### config.mk
export PLATFORM = sky130hd
export DESIGN_NAME = mixer_i2s_tx
export DESIGN_NICKNAME = d
export VERILOG_FILES = /design/src/rtl/mixer_i2s_tx.sv
export SDC_FILE = /design/constraint.sdc
export NUM_CORES = 1
export LEC_CHECK = 0
export CELL_PAD_IN_SITES_DETAIL_PLACEMENT = 0
export CELL_PAD_IN_SITES_GLOBAL_PLACEMENT = 2
export CORE_ASPECT_RATIO = 0.9
export CORE_MARGIN = 8
export CORE_UTILIZATION = 33
export CTS_CLUSTER_SIZE = 16
export DETAILED_ROUTE_END_ITERATION = 8
export PLACE_DENSITY = 0.75
export SKIP_LAST_GASP = 1
export SLEW_MARGIN = 5
export SYNTH_ARGS = -nofsm -noshare
export SYNTH_HDL_FRONTEND = slang
export SYNTH_SLANG_ARGS = --single-unit
export TNS_END_PERCENT = 30
### constraint.sdc
create_clock -name clk -period 1.6 [get_ports clk]
set_input_delay 0.24 -clock clk [delete_from_list [all_inputs] [get_ports clk]]
set_output_delay 0.24 -clock clk [all_outputs]
set_load 0.005 [all_outputs]
### src/rtl/mixer_i2s_tx.sv
`default_nettype none
// ============================================================================
// Module   : mixer_i2s_tx
// Purpose  : Serialises 32-bit stereo mixer samples onto a Philips I2S bus
//            (BCLK, LRCLK, SDATA) using a programmable clock divider.
// Revision : 1.0 - initial release
// ============================================================================
module mixer_i2s_tx #(
    parameter int CLK_DIV = 4
) (
    input  logic        clk,
    input  logic        reset,
    input  logic [31:0] sample_in,
    input  logic        sample_in_vld,
    output logic        sample_in_rdy,
    output logic        i2s_bclk,
    output logic        i2s_lrclk,
    output logic        i2s_sdata,
    output logic        underrun
);

    localparam int                 c_div_w    = $clog2(CLK_DIV);
    localparam logic [c_div_w-1:0] c_div_last = c_div_w'(CLK_DIV - 1);

    logic               r_run;
    logic [c_div_w-1:0] r_div_cnt;
    logic               r_bclk;
    logic               r_lrclk;
    logic               r_sdata;
    logic               r_underrun;
    logic [4:0]         r_slot;
    logic [31:0]        r_shift;
    logic [31:0]        r_buf;
    logic               r_buf_full;
    logic               r_started;

    logic               w_fall;
    logic               w_load;
    logic               w_xfer;
    logic [4:0]         w_slot_nxt;

    // A falling tick is the divider wrap that takes BCLK from 1 to 0.
    assign w_fall     = r_run & r_bclk & (r_div_cnt == c_div_last);
    assign w_load     = w_fall & (r_slot == 5'd0);
    assign w_slot_nxt = r_slot + 5'd1;
    assign w_xfer     = sample_in_vld & sample_in_rdy;

    assign sample_in_rdy = r_run & ~r_buf_full;
    assign i2s_bclk      = r_bclk;
    assign i2s_lrclk     = r_lrclk;
    assign i2s_sdata     = r_sdata;
    assign underrun      = r_underrun;

    always_ff @(posedge clk or negedge reset) begin
        if (!reset) begin
            r_run      <= 1'b0;
            r_div_cnt  <= '0;
            r_bclk     <= 1'b0;
            r_lrclk    <= 1'b0;
            r_sdata    <= 1'b0;
            r_underrun <= 1'b0;
            r_slot     <= 5'd0;
            r_shift    <= 32'd0;
            r_buf      <= 32'd0;
            r_buf_full <= 1'b0;
            r_started  <= 1'b0;
        end else begin
            r_run      <= 1'b1;
            r_underrun <= 1'b0;

            if (r_run) begin
                if (r_div_cnt == c_div_last) begin
                    r_div_cnt <= '0;
                    r_bclk    <= ~r_bclk;
                end else begin
                    r_div_cnt <= r_div_cnt + 1'b1;
                end
            end

            if (w_fall) begin
                r_slot  <= w_slot_nxt;
                r_lrclk <= w_slot_nxt[4];
                if (w_load) begin
                    // Left word goes out first, so it lands in the upper half.
                    if (r_buf_full) begin
                        r_shift <= {r_buf[15:0], r_buf[31:16]};
                        r_sdata <= r_buf[15];
                    end else begin
                        r_shift    <= 32'd0;
                        r_sdata    <= 1'b0;
                        r_underrun <= r_started;
                    end
                end else begin
                    r_shift <= {r_shift[30:0], 1'b0};
                    r_sdata <= r_shift[30];
                end
            end

            // Transfers only happen with the buffer empty, so they never
            // coincide with a buffer-full load.
            if (w_xfer) begin
                r_buf      <= sample_in;
                r_buf_full <= 1'b1;
                r_started  <= 1'b1;
            end else if (w_load && r_buf_full) begin
                r_buf_full <= 1'b0;
            end
        end
    end

endmodule
`default_nettype wire

# Word-level counts from Yosys, hierarchy flattened
# Index checks and enable logic that the tools add are counted.
dict set report word_totals {
  register_bits 77
  input_bits 35
  out_inout_bits 5
  word_cells 35
}
dict set report op_classes {
  add_sub_neg 2
  n_eq_ne 1
  n_mux 10
  n_bitwise 7
  reduce_logical 4
}
# operator count
set op_table {}
lappend op_table {{31-bit 2-to-1 mux} 2}
lappend op_table {{1-bit 2-to-1 mux} 7}
lappend op_table {{5-bit by 1-bit adder with 5-bit output (second input constant)} 1}
lappend op_table {{1-bit AND} 5}
lappend op_table {{5-bit zero test} 1}
lappend op_table {{2-bit by 1-bit adder with 2-bit output (second input constant)} 1}
lappend op_table {{2-bit == test (second input constant)} 1}
lappend op_table {{2-bit 2-to-1 mux} 1}
lappend op_table {{1-bit NOT} 2}
lappend op_table {{2-bit AND reduction} 1}
lappend op_table {{2-bit nonzero test} 1}
lappend op_table {{1-bit logical AND} 1}

# Longest topological paths before layout
# Gate-level depths: netlist of the first run.
dict set report logic_depth {
  depth_word 6
  mapped_depth 7
  depth_no_buf 5
}

# Worst setup path before layout of the first run
# No wires, ideal clock.
dict set report synth_path {
  path_type {reg2reg}
  startpoint {register r_slot[0]}
  endpoint {register r_buf_full}
  setup_time_ns 0.126
  arrival_ns 1.451
  t_required_ns 1.474
  slack_ns 0.024
  path_stages_with_launch 8
  path_buffers 2
  period_less_slack_ns 1.576
  path_cell_list {dfrtp_1 -> inv_1 -> ha_1 -> or4b_1 -> buf_2 -> buf_6 -> o21ai_2 -> nand2_1}
}
dict set report synth_between {
  elab_chain_cells 4
}
# element line
set synth_rtl {}
lappend synth_rtl {{start, declared} 31} ;# logic [4:0] r_slot;
lappend synth_rtl {{start signal, assigned} 81} ;# r_slot <= w_slot_nxt;
lappend synth_rtl {{5-bit zero test} 44} ;# assign w_load = w_fall & (r_slot == 5'd0);
lappend synth_rtl {{1-bit AND} 44}
lappend synth_rtl {{1-bit logical AND} 105} ;# end else if (w_load && r_buf_full) begin
lappend synth_rtl {{2-bit nonzero test (no line)} --}
lappend synth_rtl {{end signal, assigned} 65} ;# r_buf_full <= 1'b0;
lappend synth_rtl {{end signal, assigned} 103} ;# r_buf_full <= 1'b1;
lappend synth_rtl {{end signal, assigned} 106} ;# r_buf_full <= 1'b0;
lappend synth_rtl {{end, declared} 34} ;# logic r_buf_full;
# No other way between the ends.
# A chain may end at the register's enable or synchronous reset.

# Worst setup path in the final report of the first run
dict set report layout_path {
  startpoint {register r_slot[1]}
  endpoint {register r_shift[16]}
}
dict set report layout_between {
  elab_chain_cells 3
}
# element line
set layout_rtl {}
lappend layout_rtl {{5-bit zero test} 44}
lappend layout_rtl {{1-bit AND} 44}
lappend layout_rtl {{31-bit 2-to-1 mux} 83} ;# if (w_load) begin
lappend layout_rtl {{end signal, assigned} 86} ;# r_shift <= {r_buf[15:0], r_buf[31:16]};
lappend layout_rtl {{end signal, assigned} 94} ;# r_shift <= {r_shift[30:0], 1'b0};
lappend layout_rtl {{end, declared} 32} ;# logic [31:0] r_shift;
# No other way between the ends.

==> flow_summary_export.csv, run 1 <==
group,metric,value,unit
outcome,status,"finished with violations",
outcome,violations,"negative setup slack",
cells_and_area,diodes,0,
yosys,yosys_most_used_dff,"dfrtp_1",
timing,drv_slew,0,
yosys,yosysTopAreaCell,"dfrtp_1",
floorplan,die_x,120,um
floorplan,dieArea,13100,sq um
worst_setup_path,cpPeakStageDelay,530,ps
cells_and_area,finalInstanceArea,4200,sq um
clock_tree,clk_pin_slew_worst_paths,90,ps
yosys,synth_xor_area_share,1.37,%
worst_setup_path,cp-end-kind,"flip-flop",
power,power_density,1900,nW/um^2
worst_setup_path,path_cells,"inv_2, ha_4, or4b_4, clkbuf_16, nand2_2, a31oi_1",
global_routing,grt_max_degree,41,
placed_design,dp_slack,2.95,ps
clock_tree,htree_levels,3,
global_routing,grt_pass1_wl,11500,um
global_routing,grt_use_total,11.0,%
placed_design,portBuffers,39,
cells_and_area,area_delta_synth_final,30.9,%
cells_and_area,drive_above_1_share,26.5,%
power,p_leak,1.77,nW
timing,fmax,623,MHz
clock_tree,cts.sinks,76,
yosys,ys_ff_latch,76,
timing,post-route-period-util,100,%
placed_design,gp_congestion,0.700,
yosys,async_flop_share,100,%
yosys,yosys.area_share.simple,15.4,%
power,peakVddDrop,0.614,mV
clock_tree,cts_max_path_buffers,2,
worst_setup_path,worstSetupStartpointType,"flip-flop",
yosys,yosysWarnings,0,
route,num_vias,2238,
route,drc_errors,0,
global_routing,grt_pass1_vias,2272,
min_path,min_path_type,"primary input to asynchronous set/reset pin",
yosys,synth_adder_area_share,1.17,%
placed_design,dpl.hpwl,4240,um
floorplan,rows,34,
yosys,syn-mean-instance-area,11.1,sq um
yosys,synth_top_family_by_area,"simple AND/OR/NAND/NOR gates",
route,dr.pass1.iters,4,
yosys,synth_cell_type_count,23,
timing,finalSetupViolCount,3,
timing,hold_viol,0,
clock_tree,cts-buffers-inserted,9,
yosys,ys_seq_area_share,59.3,%
yosys,synth_compound_area_share,6.64,%
floorplan,core_area,9570,sq um
timing,hold_slack,318,ps
timing,fin_skew,12.9,ps
route,drt_iter0_drc,115,
worst_setup_path,crit_slowest_cell,"or4b_4",
power,finalPower,7.96,mW
cells_and_area,post-route-util,43.8,%
yosys,syn_nets,326,
worst_setup_path,critPathBufInv,2,
yosys,synth_area,3210,sq um
flow_run,cap_violations,0,
worst_setup_path,crit_required,1830,ps
floorplan,start_util,33.5,%
yosys,yosys-top-cells-count,"dfrtp_1 (76), nand2_1 (37), mux2_2 (34), nand3_1 (33), nor2_1 (32)",
clock_tree,cts_tree,"built",
placed_design,placed_cells_incl_taps,446,
global_routing,overflow,0,
timing,setup-tns-final,-13.8,ps
timing,postLayoutSetupSlackWorst,-6.31,ps
yosys,synth-edff-count,0,
floorplan,ioPinCount,40,
route,wl_per_cell,14.7,um
cells_and_area,fin_nets,376,
yosys,yosysMostFrequentCell,"dfrtp_1",
timing,rsz0062_at_grt,"yes",
placed_design,placedInstanceArea,3840,sq um
cells_and_area,fillers,921,
global_routing,antenna_found_initial,0,
cells_and_area,final_cells,469,
clock_tree,clk_latency,350,ps
worst_setup_path,arrival,1830,ps
route,via_per_inst,4.77,
yosys,synth_top_area_share,59.3,%
timing,period_minus_slack,1610,ps
worst_setup_path,cp_top_family,"simple AND/OR/NAND/NOR gates",
route,postRouteAntennaNets,0,
route,finalWirelength,6900,um
clock_tree,root_buffer,"clkbuf_8",
yosys,synth_cells,288,
yosys,synth_area_leaders,"dfrtp_1 (59%), mux2_2 (12%), a31oi_1 (6.0%)",
floorplan,die_h,110,um
yosys,synth_mux_area_share,11.9,%
worst_setup_path,crit_type,"flip-flop to flip-flop",
worst_setup_path,cp_max_fo,8,
flip-flops by register name, indices dropped and copies added (netlist names):
name and cells:
r_started 1, r_shift 31, r_buf 32, i2s_lrclk 1, i2s_bclk 1, r_buf_full 1
r_slot 4, r_run 1, underrun 1, r_div_cnt 2, i2s_sdata 1
worst register-to-register path, stage by stage, from the launching register on:
cell       delay [ps]
dfrtp_1           390
inv_2              80
ha_4              130
or4b_4            530
clkbuf_16         210
nand2_2            70
a31oi_1            80
final cells by class:
cell class	instances	area [sq um]	area share, %
flip-flops and latches	76	1900	45.3
clock buffers	10	138	3.28
inverters	3	11.3	0.268
clock inverters	6	63.8	1.52
multi-input cells	187	1240	29.6
well taps	126	158	3.76
repair buffers	61	681	16.2
cells in the final DEF, fill, tap and decap left out, drive strengths merged, types with 2 or more instances in the layout:
master and n:
inv 3, ha 3, nand3 33, o21ai 3, dfrtp 76, clkdlybuf4s50 37
nor2 32, clkinv 3, mux2 34, xnor2 5, buf 20, clkbuf 12
nand2 38, clkinvlp 2, nand4 2, a31oi 31
timing repair:
action,4_1_cts,5_1_grt
cloned,0,3
resized for setup,4,15
endpoints found under the hold margin,19,0
endpoints found under the setup margin,32,35
setup buffers,1,2
pin swaps,0,6
hold buffers,1,0
logic make-up (layout without fill, tap and decap cells):
logic type / after synthesis / count (layout)
adder cells (fa/ha/maj): 3 / 3
AO/OA/AOI/OAI: 34 / 34
AND/OR/NAND/NOR: 110 / 110
other: 1 / 1
multiplexers: 34 / 34
XOR/XNOR: 5 / 5
flip-flops: 76 / 76
buffers and inverters: 25 / 80
power by group:
group	switching, mW	total, mW	leakage, nW	internal (mW)
clock network	0.711	1.47	0.0983	0.760
logic	1.49	3.12	0.782	1.63
registers	0.538	3.37	0.894	2.83
metal layers:
metal | vias up | GRT usage (%) | share of wire [%]
met3 | 10 | 3.80 | 4.7
met5 | - | 0 | 0
met1 | 1079 | 15.0 | 52
li1 | 1105 | - | -
met2 | 44 | 16.0 | 42
met4 | 0 | 3.74 | 0.94
path summary, 6_finish.rpt:
path                          endpoint      start  slack [ps]  cells past startpoint
setup / recovery           r_shift[16]  r_slot[1]          -6                      6
hold / removal               r_buf[19]      reset         320                      2
setup reg to reg           r_shift[16]  r_slot[1]          -6                      6
hold reg to reg              r_started  r_started         490                      2
max in group asynchronous    r_buf[28]      reset         740                      3
min in group clk             r_started  r_started         490                      2
Note: power is estimated with default switching activity, not from simulation.
==> inputs of run 2 (changes only) <==
--- a/config.mk
+++ b/config.mk
@@ -8,7 +8,7 @@
 export CELL_PAD_IN_SITES_DETAIL_PLACEMENT = 0
 export CELL_PAD_IN_SITES_GLOBAL_PLACEMENT = 2
 export CORE_ASPECT_RATIO = 0.9
-export CORE_MARGIN = 8
+export CORE_MARGIN = 4
 export CORE_UTILIZATION = 33
 export CTS_CLUSTER_SIZE = 16
 export DETAILED_ROUTE_END_ITERATION = 8
==> constraint.sdc (replaced) <==
create_clock -name clk -period 1.6 [get_ports clk]
set_input_delay 0.24 -clock clk [delete_from_list [all_inputs] [get_ports clk]]
set_output_delay 0.24 -clock clk [all_outputs]
set_load 0.02 [all_outputs]
==> run 2 against run 1 <==
  * The flow still finishes with violations (negative setup slack)
  * Sequential cell count is the same
  * Combinational power grew 3%
  * Sequential share of layout area down 0.094 points
  * Largest power group unchanged
  * First-iteration DRC count down 30%
  * Power is 2.4% higher
  * Non-clock buffer count grew 2
  * Largest cell class unchanged
  * Clock power is 7% higher
  * Setup slack worse by 24 ps
  * Final area increased by 0.21%
  * Die area down 13%
==> flow_summary_export.csv, run 2 (synthesized netlist as in run 1, its figures left out) <==
group,metric,value,unit
outcome,status,"finished with violations",
outcome,violations,"negative setup slack",
clock_tree,cts-buffers-inserted,9,
floorplan,rows,33,
cells_and_area,multiInputGateArea,1240,sq um
cells_and_area,finalInstanceArea,4200,sq um
timing,rsz0062_at_grt,"yes",
timing,drv_slew,0,
cells_and_area,mostFrequentLayoutCells,"dfrtp_1 (76), clkdlybuf4s50_1 (35), mux2_2 (34)",
placed_design,placedInstanceArea,3820,sq um
cells_and_area,fin_nets,378,
floorplan,core_area,9290,sq um
timing,period_minus_slack,1630,ps
placed_design,portBuffers,39,
global_routing,antenna_found_initial,0,
route,wl_per_cell,14.0,um
worst_setup_path,startpoint,"r_slot[0]",
floorplan,start_util,34.5,%
route,finalWirelength,6540,um
worst_setup_path,worstSetupStartpointType,"flip-flop",
worst_setup_path,worstReg2RegStart,"r_slot[0]",
power,p_leak,1.80,nW
cells_and_area,diodes,0,
global_routing,grt_pass1_vias,2230,
timing,finalSetupViolCount,20,
route,drt_iter0_drc,80,
timing,fin_skew,8.07,ps
floorplan,die_x,112,um
cells_and_area,drive_above_1_share,25.2,%
route,drc_errors,0,
placed_design,gp_congestion,0.706,
clock_tree,root_buffer,"clkbuf_8",
global_routing,grt_pass1_wl,10600,um
clock_tree,clk_latency,340,ps
clock_tree,cts.sinks,76,
floorplan,dieArea,11400,sq um
timing,hold_viol,0,
clock_tree,cts_max_path_buffers,2,
timing,postLayoutSetupSlackWorst,-29.9,ps
worst_setup_path,crit_type,"flip-flop to flip-flop",
global_routing,overflow,0,
worst_setup_path,cp_max_fo,8,
cells_and_area,regMostFlops,"r_buf",
power,peakVddDrop,0.709,mV
clock_tree,clk_pin_slew_worst_paths,80,ps
cells_and_area,area_delta_synth_final,31.1,%
cells_and_area,largestRegisters,"r_buf: 32 flops, r_shift: 31 flops, r_slot: 4 flops",
cells_and_area,seqCellArea,1900,sq um
min_path,min_path_type,"primary input to asynchronous set/reset pin",
clock_tree,htree_levels,3,
cells_and_area,fillers,882,
worst_setup_path,cp-end-kind,"flip-flop",
worst_setup_path,crit_required,1830,ps
route,dr.pass1.iters,4,
floorplan,ioPinCount,40,
flow_run,cap_violations,0,
floorplan,die_h,102,um
clock_tree,cts_tree,"built",
route,postRouteAntennaNets,0,
worst_setup_path,arrival,1860,ps
timing,post-route-period-util,102,%
global_routing,grt_max_degree,77,
timing,fmax,614,MHz
placed_design,dp_slack,-42.4,ps
power,power_density,1940,nW/um^2
global_routing,grt_use_total,11.7,%
cells_and_area,mostFrequentLayoutCell,"dfrtp_1",
route,via_per_inst,4.86,
route,num_vias,2270,
cells_and_area,largest_reg_flops,32,
placed_design,dpl.hpwl,3750,um
power,finalPower,8.15,mW
-- run 2: changes by cell type in the layout (fill, tap and decap cells not counted), sizes merged --
cell / before / now
clkbuf: 12 / 13
dlygate4sd2: 1 / 3
buf: 20 / 21
clkinv: 3 / 2
clkdlybuf4s50: 37 / 35
bufinv: 1 / 2
-- run 2: stage by stage --
stage | std cells | hold slack, ps | TNS [ps] | utilization (%)
after floorplan | 288 | -55.6 | 0 | -
after global placement | 443 | 299 | 0 | 41.1
after detailed placement | 443 | 297 | -64.2 | 41.1
after CTS | 460 | 454 | 0 | 43.7
after global routing | 467 | 483 | -2520 | 45.3
final | 467 | 444 | -269 | 45.3
-- run 2: power by group --
part	internal [mW]	leakage, nW	switching (mW)
sequential	2.83	0.894	0.523
clock	0.878	0.102	0.695
combinational	1.69	0.804	1.53
total	5.40	1.80	2.75
-- run 2: area by class of cell --
type                       count  share of cell area (%)
multi-input combinational    187                    29.4
tap                          122                    3.63
clock buffer                  10                    3.04
clock inverter                 6                    2.11
timing repair buffer          63                    16.3
inverter                       3                   0.268
sequential                    76                    45.2
-- run 2: path summary, 6_finish.rpt --
check	end	slack (ps)	cells past startpoint
worst max-delay path	r_buf_full	-30	6
worst min-delay path	r_slot[2]	440	3
worst max register to register	r_buf_full	-30	6
worst min register to register	r_started	480	2
max in group asynchronous	r_buf[7]	830	3
min in group clk	r_started	480	2
-- run 2: routing by layer --
metal,global-route usage (%),vias to the layer above,wire length [um]
li1,-,1104,-
met3,4.00,6,330
met1,14.9,1111,3160
met2,18.6,49,2980
met4,4.21,0,61
met5,0,-,0
-- run 2: repair_timing --
action                                  4_1_cts  5_1_grt
buffers inserted                              0        3
endpoints found under the setup margin       33       34
hold buffers                                  1        0
gates resized for setup                       5       11
cloned                                        0        4
pin swaps                                     0        6
hold endpoints to repair                     76        0
-- run 2: critical path, stage by stage, from the launching register on --
cell and delay, ps:
dfrtp_1 390, inv_2 80, ha_4 120, or4b_4 550, clkbuf_16 210, o21ai_2 110
nand2_1 60
==> inputs of run 3 (changes only) <==
--- a/config.mk
+++ b/config.mk
@@ -9,11 +9,10 @@
 export CELL_PAD_IN_SITES_GLOBAL_PLACEMENT = 2
 export CORE_ASPECT_RATIO = 0.9
 export CORE_MARGIN = 4
-export CORE_UTILIZATION = 33
-export CTS_CLUSTER_SIZE = 16
+export CORE_UTILIZATION = 34
+export CTS_BUF_LIST = sky130_fd_sc_hd__clkbuf_4 sky130_fd_sc_hd__clkbuf_8
 export DETAILED_ROUTE_END_ITERATION = 8
-export PLACE_DENSITY = 0.75
-export SKIP_LAST_GASP = 1
+export PLACE_DENSITY = 0.77
 export SLEW_MARGIN = 5
 export SYNTH_ARGS = -nofsm -noshare
 export SYNTH_HDL_FRONTEND = slang
==> run 3 against run 2 <==
  * The flow still finishes with violations (negative setup slack)
  * Clock-buffer cell count grew 3
  * Routed wire length increased by 3.7%
  * Final cell count rose by 0.43%
  * Register-to-register slack better by 20 ps
  * First-iteration DRC count up 7.5%
  * Via count fell by 0.22%
  * Sequential share of layout area shrank 0.82 points
  * Worst hold slack lost 85 ps
  * Critical path depth did not move
==> flow_summary_export.csv, run 3 (synthesized netlist as in run 1, its figures left out) <==
group,metric,value,unit
global_routing,overflow,0,
global_routing,grt_pass1_wl,10600,um
route,postRouteAntennaNets,0,
worst_setup_path,arrival,1880,ps
placed_design,portBuffers,39,
worst_setup_path,path_common_cell,"buf_4",
global_routing,grt_pass1_vias,2215,
timing,finalSetupViolCount,1,
cells_and_area,drive_above_1_share,29.1,%
floorplan,dieArea,11000,sq um
timing,fin_skew,7.89,ps
floorplan,core_area,9170,sq um
worst_setup_path,crit_type,"flip-flop to flip-flop",
global_routing,grt_max_degree,35,
cells_and_area,largest_reg_flops,32,
timing,drv_slew,0,
global_routing,antenna_found_initial,0,
clock_tree,cts_tree,"built",
route,drt_iter0_drc,86,
worst_setup_path,path_cells,"buf_4, nor4b_4, buf_4, clkbuf_16, nand3_1, a31oi_1",
worst_setup_path,crit_slowest_cell,"dfrtp_1",
min_path,min_path_type,"primary input to asynchronous set/reset pin",
route,wl_per_cell,14.5,um
flow_run,cap_violations,0,
route,via_per_inst,4.83,
floorplan,start_util,35.0,%
floorplan,die_x,110,um
placed_design,placedInstanceArea,3860,sq um
clock_tree,clk_latency,340,ps
route,dr.pass1.iters,4,
outcome,status,"finished with violations",
timing,period_minus_slack,1610,ps
route,drc_errors,0,
clock_tree,cts_max_path_buffers,2,
power,power_density,1930,nW/um^2
cells_and_area,finalInstanceArea,4280,sq um
outcome,violations,"negative setup slack",
timing,setup-tns-final,-12.5,ps
worst_setup_path,rr_endpoint,"r_shift[8]",
cells_and_area,fin_nets,380,
worst_setup_path,rr_worst_depth,6,
cells_and_area,mostFrequentLayoutCell,"dfrtp_1",
timing,postLayoutSetupSlackWorst,-12.5,ps
route,finalWirelength,6780,um
worst_setup_path,critPathBufInv,3,
timing,rsz0062_at_grt,"yes",
cells_and_area,mostFrequentLayoutCells,"dfrtp_1 (76), nand2_1 (36), clkdlybuf4s50_1 (35)",
clock_tree,root_buffer,"clkbuf_8",
worst_setup_path,crit_required,1860,ps
clock_tree,cts-buffers-inserted,9,
cells_and_area,regMostFlops,"r_buf",
power,finalPower,8.25,mW
floorplan,ioPinCount,40,
worst_setup_path,worstReg2RegStart,"r_slot[3]",
timing,hold_viol,0,
power,p_leak,1.82,nW
global_routing,grt_use_total,12.4,%
worst_setup_path,cpPeakStageDelay,430,ps
clock_tree,clk_pin_slew_worst_paths,80,ps
timing,fmax,620,MHz
floorplan,rows,33,
worst_setup_path,reg2reg_slack,-10,ps
timing,post-route-period-util,101,%
placed_design,dpl.hpwl,4140,um
cells_and_area,area_delta_synth_final,33.6,%
power,peakVddDrop,0.729,mV
worst_setup_path,cp-end-kind,"flip-flop",
clock_tree,htree_levels,3,
worst_setup_path,cp_max_fo,16,
cells_and_area,diodes,0,
worst_setup_path,cp_top_family,"buffers and inverters",
floorplan,die_h,100,um
worst_setup_path,worstSetupStartpointType,"flip-flop",
route,num_vias,2265,
clock_tree,cts.sinks,76,
placed_design,gp_congestion,0.698,
cells_and_area,largestRegisters,"r_buf: 32 flops, r_shift: 31 flops, r_slot: 4 flops",
## run 3: worst max-delay path by stage
stage                         start           to  slack, ps  depth (start not counted)
final                     r_slot[3]   r_shift[8]        -10                          6
after global placement    r_slot[0]  r_shift[18]         20                          6
after detailed placement  r_slot[0]   r_shift[8]        -20                          6
after CTS                 r_slot[0]   r_shift[5]        -30                          7
after floorplan           r_slot[0]   r_buf_full         20                          7
after global routing      r_slot[1]   r_shift[1]        -80                          8
## run 3: power by group
part / internal, mW / switching (mW) / total [mW]
Clock: 0.889 / 0.676 / 1.56
Combinational: 1.69 / 1.61 / 3.31
Sequential: 2.83 / 0.543 / 3.38
## run 3: final cells by class
type                    instances  area, sq um
fillers                       903         4880
well taps                     122          153
clock buffers                  13          179
flip-flops and latches         76         1900
multi-input cells             187         1290
clock inverters                 3         42.5
repair buffers                 65          708
inverters                       3         11.3
## run 3: per-layer routing
| layer | vias up | part of all wire, % | track usage [%] | routed length (um) |
|---|---|---|---|---|
| met1 | 1106 | 50 | 17.2 | 3410 |
| met4 | 0 | 1.7 | 4.55 | 112 |
| li1 | 1105 | - | - | - |
| met5 | - | 0 | 0 | 0 |
| met3 | 10 | 4.8 | 3.99 | 325 |
| met2 | 44 | 43 | 18.2 | 2930 |
## run 3: stage by stage
step	cells	hold WS, ps	util [%]	setup WS [ps]
after floorplan	288	-55.6	-	23.5
after global placement	445	195	42.1	24.7
after detailed placement	445	204	42.1	-18.9
after CTS	462	356	44.7	-27.5
after global routing	469	402	46.7	-81.9
final	469	358	46.7	-12.5
## run 3: timing repair
| action | in CTS | in global routing |
|---|---|---|
| endpoints found under the setup margin | 34 | 34 |
| buffers inserted | 0 | 5 |
| gates cloned | 0 | 2 |
| pin swaps | 0 | 21 |
| hold buffers | 1 | 0 |
| endpoints found under the hold margin | 26 | 0 |
| resized for setup | 5 | 20 |
